`config.mk`:
```
export PLATFORM = sky130hd
export DESIGN_NAME = alu_op_encoder_flat
export DESIGN_NICKNAME = d
export VERILOG_FILES = /design/src/rtl/alu_op_encoder_pkg.sv /design/src/rtl/alu_op_encoder_if.sv /design/src/rtl/alu_hazard_tracker.sv /design/src/rtl/alu_op_encoder.sv /design/src/flat_wrapper.sv
export SDC_FILE = /design/constraint.sdc
export NUM_CORES = 1
export LEC_CHECK = 0
export CELL_PAD_IN_SITES_DETAIL_PLACEMENT = 0
export CELL_PAD_IN_SITES_GLOBAL_PLACEMENT = 1
export CORE_MARGIN = 8
export CORE_UTILIZATION = 30
export DETAILED_ROUTE_END_ITERATION = 16
export PLACE_DENSITY_LB_ADDON = 0.1
export SYNTH_ARGS = -nofsm -noshare
export SYNTH_HDL_FRONTEND = slang
export SYNTH_SLANG_ARGS = --single-unit
```
`constraint.sdc`:
```
create_clock -name CK_REF -period 5.4 [get_ports CK_REF]
set_input_delay 0.54 -clock CK_REF [delete_from_list [all_inputs] [get_ports CK_REF]]
set_output_delay 0.54 -clock CK_REF [all_outputs]
set_load 0.01 [all_outputs]
```
`src/rtl/alu_op_encoder_pkg.sv`:
```
// Shared CPU defines: ALU operation codes, RV32I opcode/funct constants,
// and the ALU-class instruction decoder used by the operand encoder.
package alu_op_encoder_pkg;

    // ALU operation codes; the ALU consumes these directly.
    typedef enum logic [3:0] {
        OP_NOP  = 4'b0000,
        OP_ADD  = 4'b0001,
        OP_SUB  = 4'b0010,
        OP_SLT  = 4'b0011,
        OP_AND  = 4'b0100,
        OP_OR   = 4'b0101,
        OP_XOR  = 4'b0110,
        OP_SLL  = 4'b0111,
        OP_SRL  = 4'b1000,
        OP_SRA  = 4'b1001,
        OP_SLTU = 4'b1011
    } alu_op_e;

    // RV32I major opcodes handled by the ALU path.
    localparam logic [6:0] OPC_OP     = 7'b0110011;
    localparam logic [6:0] OPC_OP_IMM = 7'b0010011;
    localparam logic [6:0] OPC_LUI    = 7'b0110111;
    localparam logic [6:0] OPC_AUIPC  = 7'b0010111;

    // funct3 encodings for OP / OP-IMM.
    localparam logic [2:0] F3_ADD_SUB = 3'b000;
    localparam logic [2:0] F3_SLL     = 3'b001;
    localparam logic [2:0] F3_SLT     = 3'b010;
    localparam logic [2:0] F3_SLTU    = 3'b011;
    localparam logic [2:0] F3_XOR     = 3'b100;
    localparam logic [2:0] F3_SRL_SRA = 3'b101;
    localparam logic [2:0] F3_OR      = 3'b110;
    localparam logic [2:0] F3_AND     = 3'b111;

    // funct7 encodings: base and alternate (SUB/SRA/SRAI).
    localparam logic [6:0] F7_BASE = 7'b0000000;
    localparam logic [6:0] F7_ALT  = 7'b0100000;

    // Operand source selects.
    typedef enum logic [1:0] {
        A_SEL_ZERO,
        A_SEL_RS1,
        A_SEL_PC
    } a_sel_e;

    typedef enum logic [2:0] {
        B_SEL_RS2,
        B_SEL_RS2_SHAMT,
        B_SEL_IMM_I,
        B_SEL_SHAMT_I,
        B_SEL_IMM_U
    } b_sel_e;

    typedef struct packed {
        logic    legal;
        alu_op_e op;
        a_sel_e  a_sel;
        b_sel_e  b_sel;
        logic    use_rs1;
        logic    use_rs2;
    } decode_t;

    // One in-flight writeback slot.
    typedef struct packed {
        logic [4:0] rd;
        logic       we;
    } inflight_t;

    // Classify an instruction word; anything not listed stays illegal/NOP.
    function automatic decode_t decode_instr(input logic [31:0] instr);
        decode_t    d;
        logic [6:0] opc;
        logic [2:0] f3;
        logic [6:0] f7;
        opc       = instr[6:0];
        f3        = instr[14:12];
        f7        = instr[31:25];
        d.legal   = 1'b0;
        d.op      = OP_NOP;
        d.a_sel   = A_SEL_ZERO;
        d.b_sel   = B_SEL_RS2;
        d.use_rs1 = 1'b0;
        d.use_rs2 = 1'b0;
        case (opc)
            OPC_OP: begin
                d.a_sel   = A_SEL_RS1;
                d.use_rs1 = 1'b1;
                d.use_rs2 = 1'b1;
                if (f7 == F7_BASE) begin
                    d.legal = 1'b1;
                    case (f3)
                        F3_ADD_SUB: d.op = OP_ADD;
                        F3_SLL:     begin d.op = OP_SLL; d.b_sel = B_SEL_RS2_SHAMT; end
                        F3_SLT:     d.op = OP_SLT;
                        F3_SLTU:    d.op = OP_SLTU;
                        F3_XOR:     d.op = OP_XOR;
                        F3_SRL_SRA: begin d.op = OP_SRL; d.b_sel = B_SEL_RS2_SHAMT; end
                        F3_OR:      d.op = OP_OR;
                        F3_AND:     d.op = OP_AND;
                    endcase
                end else if (f7 == F7_ALT && f3 == F3_ADD_SUB) begin
                    d.legal = 1'b1;
                    d.op    = OP_SUB;
                end else if (f7 == F7_ALT && f3 == F3_SRL_SRA) begin
                    d.legal = 1'b1;
                    d.op    = OP_SRA;
                    d.b_sel = B_SEL_RS2_SHAMT;
                end
            end
            OPC_OP_IMM: begin
                d.a_sel   = A_SEL_RS1;
                d.b_sel   = B_SEL_IMM_I;
                d.use_rs1 = 1'b1;
                case (f3)
                    F3_ADD_SUB: begin d.legal = 1'b1; d.op = OP_ADD;  end
                    F3_SLT:     begin d.legal = 1'b1; d.op = OP_SLT;  end
                    F3_SLTU:    begin d.legal = 1'b1; d.op = OP_SLTU; end
                    F3_XOR:     begin d.legal = 1'b1; d.op = OP_XOR;  end
                    F3_OR:      begin d.legal = 1'b1; d.op = OP_OR;   end
                    F3_AND:     begin d.legal = 1'b1; d.op = OP_AND;  end
                    F3_SLL: begin
                        d.b_sel = B_SEL_SHAMT_I;
                        if (f7 == F7_BASE) begin
                            d.legal = 1'b1;
                            d.op    = OP_SLL;
                        end
                    end
                    F3_SRL_SRA: begin
                        d.b_sel = B_SEL_SHAMT_I;
                        if (f7 == F7_BASE) begin
                            d.legal = 1'b1;
                            d.op    = OP_SRL;
                        end else if (f7 == F7_ALT) begin
                            d.legal = 1'b1;
                            d.op    = OP_SRA;
                        end
                    end
                endcase
            end
            OPC_LUI: begin
                d.legal = 1'b1;
                d.op    = OP_ADD;
                d.a_sel = A_SEL_ZERO;
                d.b_sel = B_SEL_IMM_U;
            end
            OPC_AUIPC: begin
                d.legal = 1'b1;
                d.op    = OP_ADD;
                d.a_sel = A_SEL_PC;
                d.b_sel = B_SEL_IMM_U;
            end
            default: ;
        endcase
        return d;
    endfunction

endpackage

```
`src/rtl/alu_op_encoder_if.sv`:
```
// Decode-to-ALU bus: upstream instruction/register-file side and ALU issue side.
interface alu_op_encoder_if #(
    parameter int unsigned XLEN = 32
);
    logic            HALT;
    logic            INSTR_VALID;
    logic [31:0]     INSTR;
    logic [31:0]     PC;
    logic [XLEN-1:0] RS1_DATA;
    logic [XLEN-1:0] RS2_DATA;
    logic [4:0]      RS1_ADDR;
    logic [4:0]      RS2_ADDR;
    logic [3:0]      OP_VAL;
    logic [XLEN-1:0] A;
    logic [XLEN-1:0] B;
    logic [4:0]      RD_ADDR;
    logic            RD_WE;
    logic            STALL;
    logic            ILLEGAL;

    // Upstream (fetch / register file / testbench) view.
    modport master (
        output HALT, INSTR_VALID, INSTR, PC, RS1_DATA, RS2_DATA,
        input  RS1_ADDR, RS2_ADDR, OP_VAL, A, B, RD_ADDR, RD_WE, STALL, ILLEGAL
    );

    // Encoder view.
    modport slave (
        input  HALT, INSTR_VALID, INSTR, PC, RS1_DATA, RS2_DATA,
        output RS1_ADDR, RS2_ADDR, OP_VAL, A, B, RD_ADDR, RD_WE, STALL, ILLEGAL
    );
endinterface

```
`src/rtl/alu_hazard_tracker.sv`:
```
// In-flight destination tracker: a shift register of {rd, we} per issue slot
// and the read-after-write compare against the current source registers.
module alu_hazard_tracker
    import alu_op_encoder_pkg::*;
#(
    parameter int unsigned DEPTH = 2
) (
    input  logic       clk_i,
    input  logic       rst_ni,
    input  logic       halt_i,
    input  logic [4:0] rs1_addr_i,
    input  logic       rs1_used_i,
    input  logic [4:0] rs2_addr_i,
    input  logic       rs2_used_i,
    input  logic [4:0] push_rd_i,
    input  logic       push_we_i,
    output logic       hazard_o
);

    inflight_t pipe_q [DEPTH];
    inflight_t pipe_d [DEPTH];

    // Slot 0 takes the issue of this cycle, older slots move down one.
    always_comb begin
        pipe_d[0].rd = push_rd_i;
        pipe_d[0].we = push_we_i;
        for (int unsigned i = 1; i < DEPTH; i++) begin
            pipe_d[i] = pipe_q[i-1];
        end
    end

    // Shift every non-halted cycle; reset wins over halt.
    always_ff @(posedge clk_i) begin
        if (!rst_ni) begin
            for (int unsigned i = 0; i < DEPTH; i++) begin
                pipe_q[i] <= '0;
            end
        end else if (!halt_i) begin
            for (int unsigned i = 0; i < DEPTH; i++) begin
                pipe_q[i] <= pipe_d[i];
            end
        end
    end

    // A used, nonzero source matching any writing slot is a hazard.
    always_comb begin
        hazard_o = 1'b0;
        for (int unsigned i = 0; i < DEPTH; i++) begin
            if (pipe_q[i].we) begin
                if (rs1_used_i && rs1_addr_i != 5'd0 && rs1_addr_i == pipe_q[i].rd) begin
                    hazard_o = 1'b1;
                end
                if (rs2_used_i && rs2_addr_i != 5'd0 && rs2_addr_i == pipe_q[i].rd) begin
                    hazard_o = 1'b1;
                end
            end
        end
    end

endmodule

```
`src/rtl/alu_op_encoder.sv`:
```
// ALU operand encoder: decodes RV32I ALU-class instructions into a registered
// op code plus operands, interlocking on in-flight register writes.
module alu_op_encoder
    import alu_op_encoder_pkg::*;
#(
    parameter int unsigned INFLIGHT_DEPTH = 2,
    parameter int unsigned XLEN           = 32
) (
    input  logic            CK_REF,
    input  logic            RST_N,
    alu_op_encoder_if.slave bus
);

    typedef enum logic {
        ST_RUN,
        ST_STALL
    } state_e;

    state_e          state_q, state_d;
    alu_op_e         op_q, op_d;
    logic [XLEN-1:0] a_q, a_d;
    logic [XLEN-1:0] b_q, b_d;
    logic [4:0]      rd_q, rd_d;
    logic            we_q, we_d;
    logic            ill_q, ill_d;

    decode_t          dec;
    logic             rs1_used;
    logic             rs2_used;
    logic             hazard;
    logic             issue;
    logic signed [11:0] imm12;
    logic signed [31:0] immu32;
    logic [XLEN-1:0]  imm_i;
    logic [XLEN-1:0]  imm_u;
    logic [XLEN-1:0]  shamt_i;
    logic [XLEN-1:0]  shamt_r;
    logic [XLEN-1:0]  pc_x;

    assign dec          = decode_instr(bus.INSTR);
    assign bus.RS1_ADDR = bus.INSTR[19:15];
    assign bus.RS2_ADDR = bus.INSTR[24:20];

    // Only legal ALU instructions read sources; LUI/AUIPC read none.
    assign rs1_used = bus.INSTR_VALID && dec.legal && dec.use_rs1;
    assign rs2_used = bus.INSTR_VALID && dec.legal && dec.use_rs2;

    // Immediates built at XLEN; signed locals give sign extension on resize.
    assign imm12   = bus.INSTR[31:20];
    assign immu32  = {bus.INSTR[31:12], 12'b0};
    assign imm_i   = XLEN'(imm12);
    assign imm_u   = XLEN'(immu32);
    assign shamt_i = XLEN'(bus.INSTR[24:20]);
    assign shamt_r = XLEN'(bus.RS2_DATA[4:0]);
    assign pc_x    = XLEN'(bus.PC);

    alu_hazard_tracker #(
        .DEPTH (INFLIGHT_DEPTH)
    ) u_tracker (
        .clk_i      (CK_REF),
        .rst_ni     (RST_N),
        .halt_i     (bus.HALT),
        .rs1_addr_i (bus.INSTR[19:15]),
        .rs1_used_i (rs1_used),
        .rs2_addr_i (bus.INSTR[24:20]),
        .rs2_used_i (rs2_used),
        .push_rd_i  (rd_d),
        .push_we_i  (we_d),
        .hazard_o   (hazard)
    );

    assign bus.STALL = hazard;
    assign issue     = bus.INSTR_VALID && dec.legal && !hazard;

    // FSM next state: stall while any used source is still being written.
    always_comb begin
        state_d = state_q;
        case (state_q)
            ST_RUN:   if (hazard)  state_d = ST_STALL;
            ST_STALL: if (!hazard) state_d = ST_RUN;
            default:  state_d = ST_RUN;
        endcase
    end

    // Issue next state: NOP unless a legal, hazard-free instruction is offered.
    always_comb begin
        op_d  = OP_NOP;
        a_d   = '0;
        b_d   = '0;
        rd_d  = '0;
        we_d  = 1'b0;
        ill_d = bus.INSTR_VALID && !dec.legal;
        if (issue) begin
            op_d = dec.op;
            case (dec.a_sel)
                A_SEL_RS1: a_d = bus.RS1_DATA;
                A_SEL_PC:  a_d = pc_x;
                default:   a_d = '0;
            endcase
            case (dec.b_sel)
                B_SEL_RS2:       b_d = bus.RS2_DATA;
                B_SEL_RS2_SHAMT: b_d = shamt_r;
                B_SEL_IMM_I:     b_d = imm_i;
                B_SEL_SHAMT_I:   b_d = shamt_i;
                B_SEL_IMM_U:     b_d = imm_u;
                default:         b_d = '0;
            endcase
            // Writes to x0 are dropped here so they never create a hazard.
            rd_d = bus.INSTR[11:7];
            we_d = (bus.INSTR[11:7] != 5'd0);
        end
    end

    // State and output registers; reset overrides halt, halt freezes all.
    always_ff @(posedge CK_REF) begin
        if (!RST_N) begin
            state_q <= ST_RUN;
            op_q    <= OP_NOP;
            a_q     <= '0;
            b_q     <= '0;
            rd_q    <= '0;
            we_q    <= 1'b0;
            ill_q   <= 1'b0;
        end else if (!bus.HALT) begin
            state_q <= state_d;
            op_q    <= op_d;
            a_q     <= a_d;
            b_q     <= b_d;
            rd_q    <= rd_d;
            we_q    <= we_d;
            ill_q   <= ill_d;
        end
    end

    assign bus.OP_VAL  = op_q;
    assign bus.A       = a_q;
    assign bus.B       = b_q;
    assign bus.RD_ADDR = rd_q;
    assign bus.RD_WE   = we_q;
    assign bus.ILLEGAL = ill_q;

endmodule

```
`src/flat_wrapper.sv`:
```
// flat-port wrapper written by rule: the top's interface ports become plain ports
module alu_op_encoder_flat import alu_op_encoder_pkg::*;
#(
    parameter int unsigned INFLIGHT_DEPTH = 2,
    parameter int unsigned XLEN           = 32
)
  (CK_REF, RST_N, bus_HALT, bus_INSTR_VALID, bus_INSTR, bus_PC, bus_RS1_DATA, bus_RS2_DATA, bus_RS1_ADDR, bus_RS2_ADDR, bus_OP_VAL, bus_A, bus_B, bus_RD_ADDR, bus_RD_WE, bus_STALL, bus_ILLEGAL);
  alu_op_encoder_if #(.XLEN(XLEN)) bus_i ();
  input  logic CK_REF;
  input  logic RST_N;
  input wire logic [$bits(bus_i.HALT)-1:0] bus_HALT;
  input wire logic [$bits(bus_i.INSTR_VALID)-1:0] bus_INSTR_VALID;
  input wire logic [$bits(bus_i.INSTR)-1:0] bus_INSTR;
  input wire logic [$bits(bus_i.PC)-1:0] bus_PC;
  input wire logic [$bits(bus_i.RS1_DATA)-1:0] bus_RS1_DATA;
  input wire logic [$bits(bus_i.RS2_DATA)-1:0] bus_RS2_DATA;
  output wire logic [$bits(bus_i.RS1_ADDR)-1:0] bus_RS1_ADDR;
  output wire logic [$bits(bus_i.RS2_ADDR)-1:0] bus_RS2_ADDR;
  output wire logic [$bits(bus_i.OP_VAL)-1:0] bus_OP_VAL;
  output wire logic [$bits(bus_i.A)-1:0] bus_A;
  output wire logic [$bits(bus_i.B)-1:0] bus_B;
  output wire logic [$bits(bus_i.RD_ADDR)-1:0] bus_RD_ADDR;
  output wire logic [$bits(bus_i.RD_WE)-1:0] bus_RD_WE;
  output wire logic [$bits(bus_i.STALL)-1:0] bus_STALL;
  output wire logic [$bits(bus_i.ILLEGAL)-1:0] bus_ILLEGAL;
  assign bus_i.HALT = bus_HALT;
  assign bus_i.INSTR_VALID = bus_INSTR_VALID;
  assign bus_i.INSTR = bus_INSTR;
  assign bus_i.PC = bus_PC;
  assign bus_i.RS1_DATA = bus_RS1_DATA;
  assign bus_i.RS2_DATA = bus_RS2_DATA;
  assign bus_RS1_ADDR = bus_i.RS1_ADDR;
  assign bus_RS2_ADDR = bus_i.RS2_ADDR;
  assign bus_OP_VAL = bus_i.OP_VAL;
  assign bus_A = bus_i.A;
  assign bus_B = bus_i.B;
  assign bus_RD_ADDR = bus_i.RD_ADDR;
  assign bus_RD_WE = bus_i.RD_WE;
  assign bus_STALL = bus_i.STALL;
  assign bus_ILLEGAL = bus_i.ILLEGAL;
  alu_op_encoder #(.INFLIGHT_DEPTH(INFLIGHT_DEPTH), .XLEN(XLEN)) u_core (.CK_REF(CK_REF), .RST_N(RST_N), .bus(bus_i));
endmodule
```
==> results.cfg <==
[status]
status = finished clean

[clock_network]
clk_latency_ns = 0.34
post_cts_buffers = 0
cts_max_path_buffers = 2
cts_tree = done
cts.sinks = 87
root_buffer = clkbuf_16
cts_made_buffers = 9
cts_resized = 0
htree_levels = 3
cts_hold_buf = 0
clkTransAtPathRegs_ns = 0.06

[power]
p_comb_share_pct = 12.4
peakVddDrop_v = 0.0001122
power_per_cell_area_nw_per_um2 = 225.4
p_int_mw = 1.196
static-leakage-power_nw = 2.264
power.total_mw = 1.522
swShare_pct = 21.37
p_seq_share_pct = 43.9
switchingPower_mw = 0.3252
power_frac_clock_pct = 43.7

[floorplanning]
coreArea_um2 = 13830
ios = 218
die_y_um = 134.9
start_util_pct = 30.69
die_w_um = 134.9
die_area_um2 = 18200
rows = 43

[yosys]
ys.flop_type = dfxtp_1
avgSynthCellArea_um2 = 8.486
syn_area_um2 = 4243
synth_seq_cells = 87
ys_seq_area_share_pct = 43.88
async_reset_ff_share_pct = 0
syn_nets = 634
synth_cell_type_count = 47
synth_edf_count = 12
synth_cells = 500
yosys_warnings = 0

[layout]
final_nets = 820
design_area_um2 = 6750
area_growth_pct = 59.10
finish.utilization_pct = 48.82
diodes = 0
layout-drive-gt1-share_pct = 3.913

[global_route]
overflow = 0
grt_usage_pct = 16.39
grt_pass1_wl_um = 23450
grt_pass1_vias = 4410
antenna_found_initial = 0
grt_max_degree = 53

[worst_setup_path]
crit_path_start_kind = primary input
cp_max_fo = 16
cpMostUsedCell = clkdlybuf4s50_1
cp-end-kind = output pin
path_cells = clkdlybuf4s50_1 > or3b_4 > nor4_4 > buf_4 > a21boi_1 > o31a_2 > nor2b_1 > clkdlybuf4s50_1
worst_path_max_delay_cell = clkdlybuf4s50_1
required_ns = 4.86
crit_type = primary input to output pin
r2r_slack_ns = 3.33
arrival_ns = 3.03
cpPeakStageDelay_ns = 0.56

[sta]
rsz0062_at_grt = no
min_period_over_period_pct = 66.03
timing_hold_violations_final = 0
timing.slew.headroom_pct = 23.05
setup_viol = 0
clock.fmax_ghz = 0.2804
final_max_slew_viol_count = 0
min_period_ns = 3.566
fin_skew_ns = 0.006514
worst_pin_slew_ns = 1.154
totalNegativeSetupSlack_ns = 0

[detailed_routing]
vias_per_cell = 4.940
dr.first_iter.drc_count = 191
drc = 0
wl_per_cell_um = 17.41
drt_pass1_iterations = 4
ant_nets = 0
drt-total-wl_um = 15150
vias = 4298

[place]
gp_congestion = 0.8001
dp_hpwl_um = 11530
portBuffers = 217
post_dp_cell_area_um2 = 6437

[min_path]
hp-class = flop to flop

[flow_run]
maxCapViolCount = 0
-- cells in the mapped netlist (2+ instances only) --
| cell | number | share of area [%] |
|---|---|---|
| nor2_1 | 14 | 1.2 |
| o21ai_0 | 11 | 1.3 |
| a22o_1 | 32 | 6.6 |
| edfxtp_1 | 12 | 8.5 |
| buf_4 | 10 | 1.8 |
| buf_6 | 3 | 0.80 |
| a32oi_1 | 6 | 1.2 |
| o2111ai_1 | 2 | 0.41 |
| clkbuf_1 | 27 | 2.4 |
| nand2_1 | 117 | 10 |
| a21oi_1 | 4 | 0.47 |
| ha_1 | 2 | 0.59 |
| nand2b_1 | 7 | 1.0 |
| o22ai_1 | 2 | 0.29 |
| inv_1 | 8 | 0.71 |
| nand4_1 | 5 | 0.74 |
| nand3_1 | 3 | 0.35 |
| o21a_1 | 2 | 0.35 |
| and2_1 | 7 | 1.0 |
| buf_2 | 6 | 0.71 |
| o21ai_1 | 65 | 7.7 |
| a22oi_1 | 7 | 1.2 |
| o31ai_1 | 3 | 0.53 |
| nand3b_1 | 2 | 0.35 |
| nor2b_1 | 3 | 0.44 |
| a221oi_1 | 20 | 4.1 |
| dfxtp_1 | 75 | 35 |
| nor3_1 | 3 | 0.35 |
| xnor2_1 | 20 | 4.1 |
| or4_1 | 4 | 0.71 |
| and3_1 | 2 | 0.29 |
-- registers in the layout, indices dropped and copies added (netlist names) --
| register | cells |
|---|---|
| u_core.bus.ILLEGAL | 1 |
| u_core.u_tracker.pipe_q | 12 |
| u_core.bus.A | 32 |
| u_core.bus.B | 32 |
| u_core.bus.RD_ADDR | 5 |
| u_core.bus.RD_WE | 1 |
| u_core.bus.OP_VAL | 4 |
-- cell type report --
cell class,instances,area (um2)
Sequential cell,87,1862
Clock buffer,12,246.5
Inverter,8,30.03
Multi-Input combinational cell,359,2118
Tap cell,180,225.2
Timing Repair Buffer,221,2202
Clock inverter,3,66.31
Fill cell,1351,7077
-- routing by layer --
metal | wire (um) | GRT usage (%) | vias up
met3 | 1859 | 8.172 | 21
met1 | 6134 | 18.13 | 1942
met4 | 300 | 6.987 | 0
li1 | - | - | 2158
met5 | 0 | 0 | -
met2 | 6855 | 26.07 | 177
-- path summary, 6_finish.rpt --
check	startpoint	cells after the start	endpoint
hold / removal	u_core.bus.A[12]	2	u_core.bus.A[12]
hold reg to reg	u_core.bus.A[12]	2	u_core.bus.A[12]
setup reg to reg	u_core.u_tracker.pipe_q[0][4]	6	u_core.bus.B[1]
setup / recovery	bus_INSTR[4]	8	bus_STALL
-- cells in the final DEF (no fill, tap or decap), types with 9 or more instances in the layout --
cell type,count
o21ai_0,11
clkbuf_16,9
o21ai_1,64
edfxtp_1,12
xnor2_1,20
a221oi_1,20
nor2_1,13
dfxtp_1,75
a22o_1,32
clkdlybuf4s50_1,217
nand2_1,117
-- through the flow --
step	cells	hold WS, ns	worst slack, ns
detailed placement	855	0.4390	1.786
global placement	855	0.4316	1.844
finish	870	0.4411	1.834
CTS	870	0.4446	1.781
global route	870	0.4661	1.723
floorplan	500	0.4695	2.570
-- worst max-delay path, delay by kind of cell --
kind | cells | cell delay, ns
buffers and inverters | 3 | 1.27
AND/OR/NAND/NOR | 3 | 0.75
AO/OA/AOI/OAI | 2 | 0.46
-- kinds of logic after synthesis --
family                   share of synthesized area (%)
XOR/XNOR                                         4.335
adder cells (fa/ha/maj)                         0.5897
flip-flops                                       43.88
AO/OA/AOI/OAI                                    25.27
AND/OR/NAND/NOR                                  19.32
multiplexers                                    0.2359
buffers and inverters                            6.370
-- power groups by stage --
stage          Sequential (mW)  Combinational (mW)  Clock, mW
2_1_floorplan            0.681              0.0649          0
3_3_place_gp             0.682               0.188          0
3_5_place_dp             0.682               0.190          0
4_1_cts                  0.668               0.192      0.687
5_1_grt                  0.668               0.204      0.708
6_report                 0.668               0.189      0.664
No activity file was read; power rests on OpenSTA's default activity.
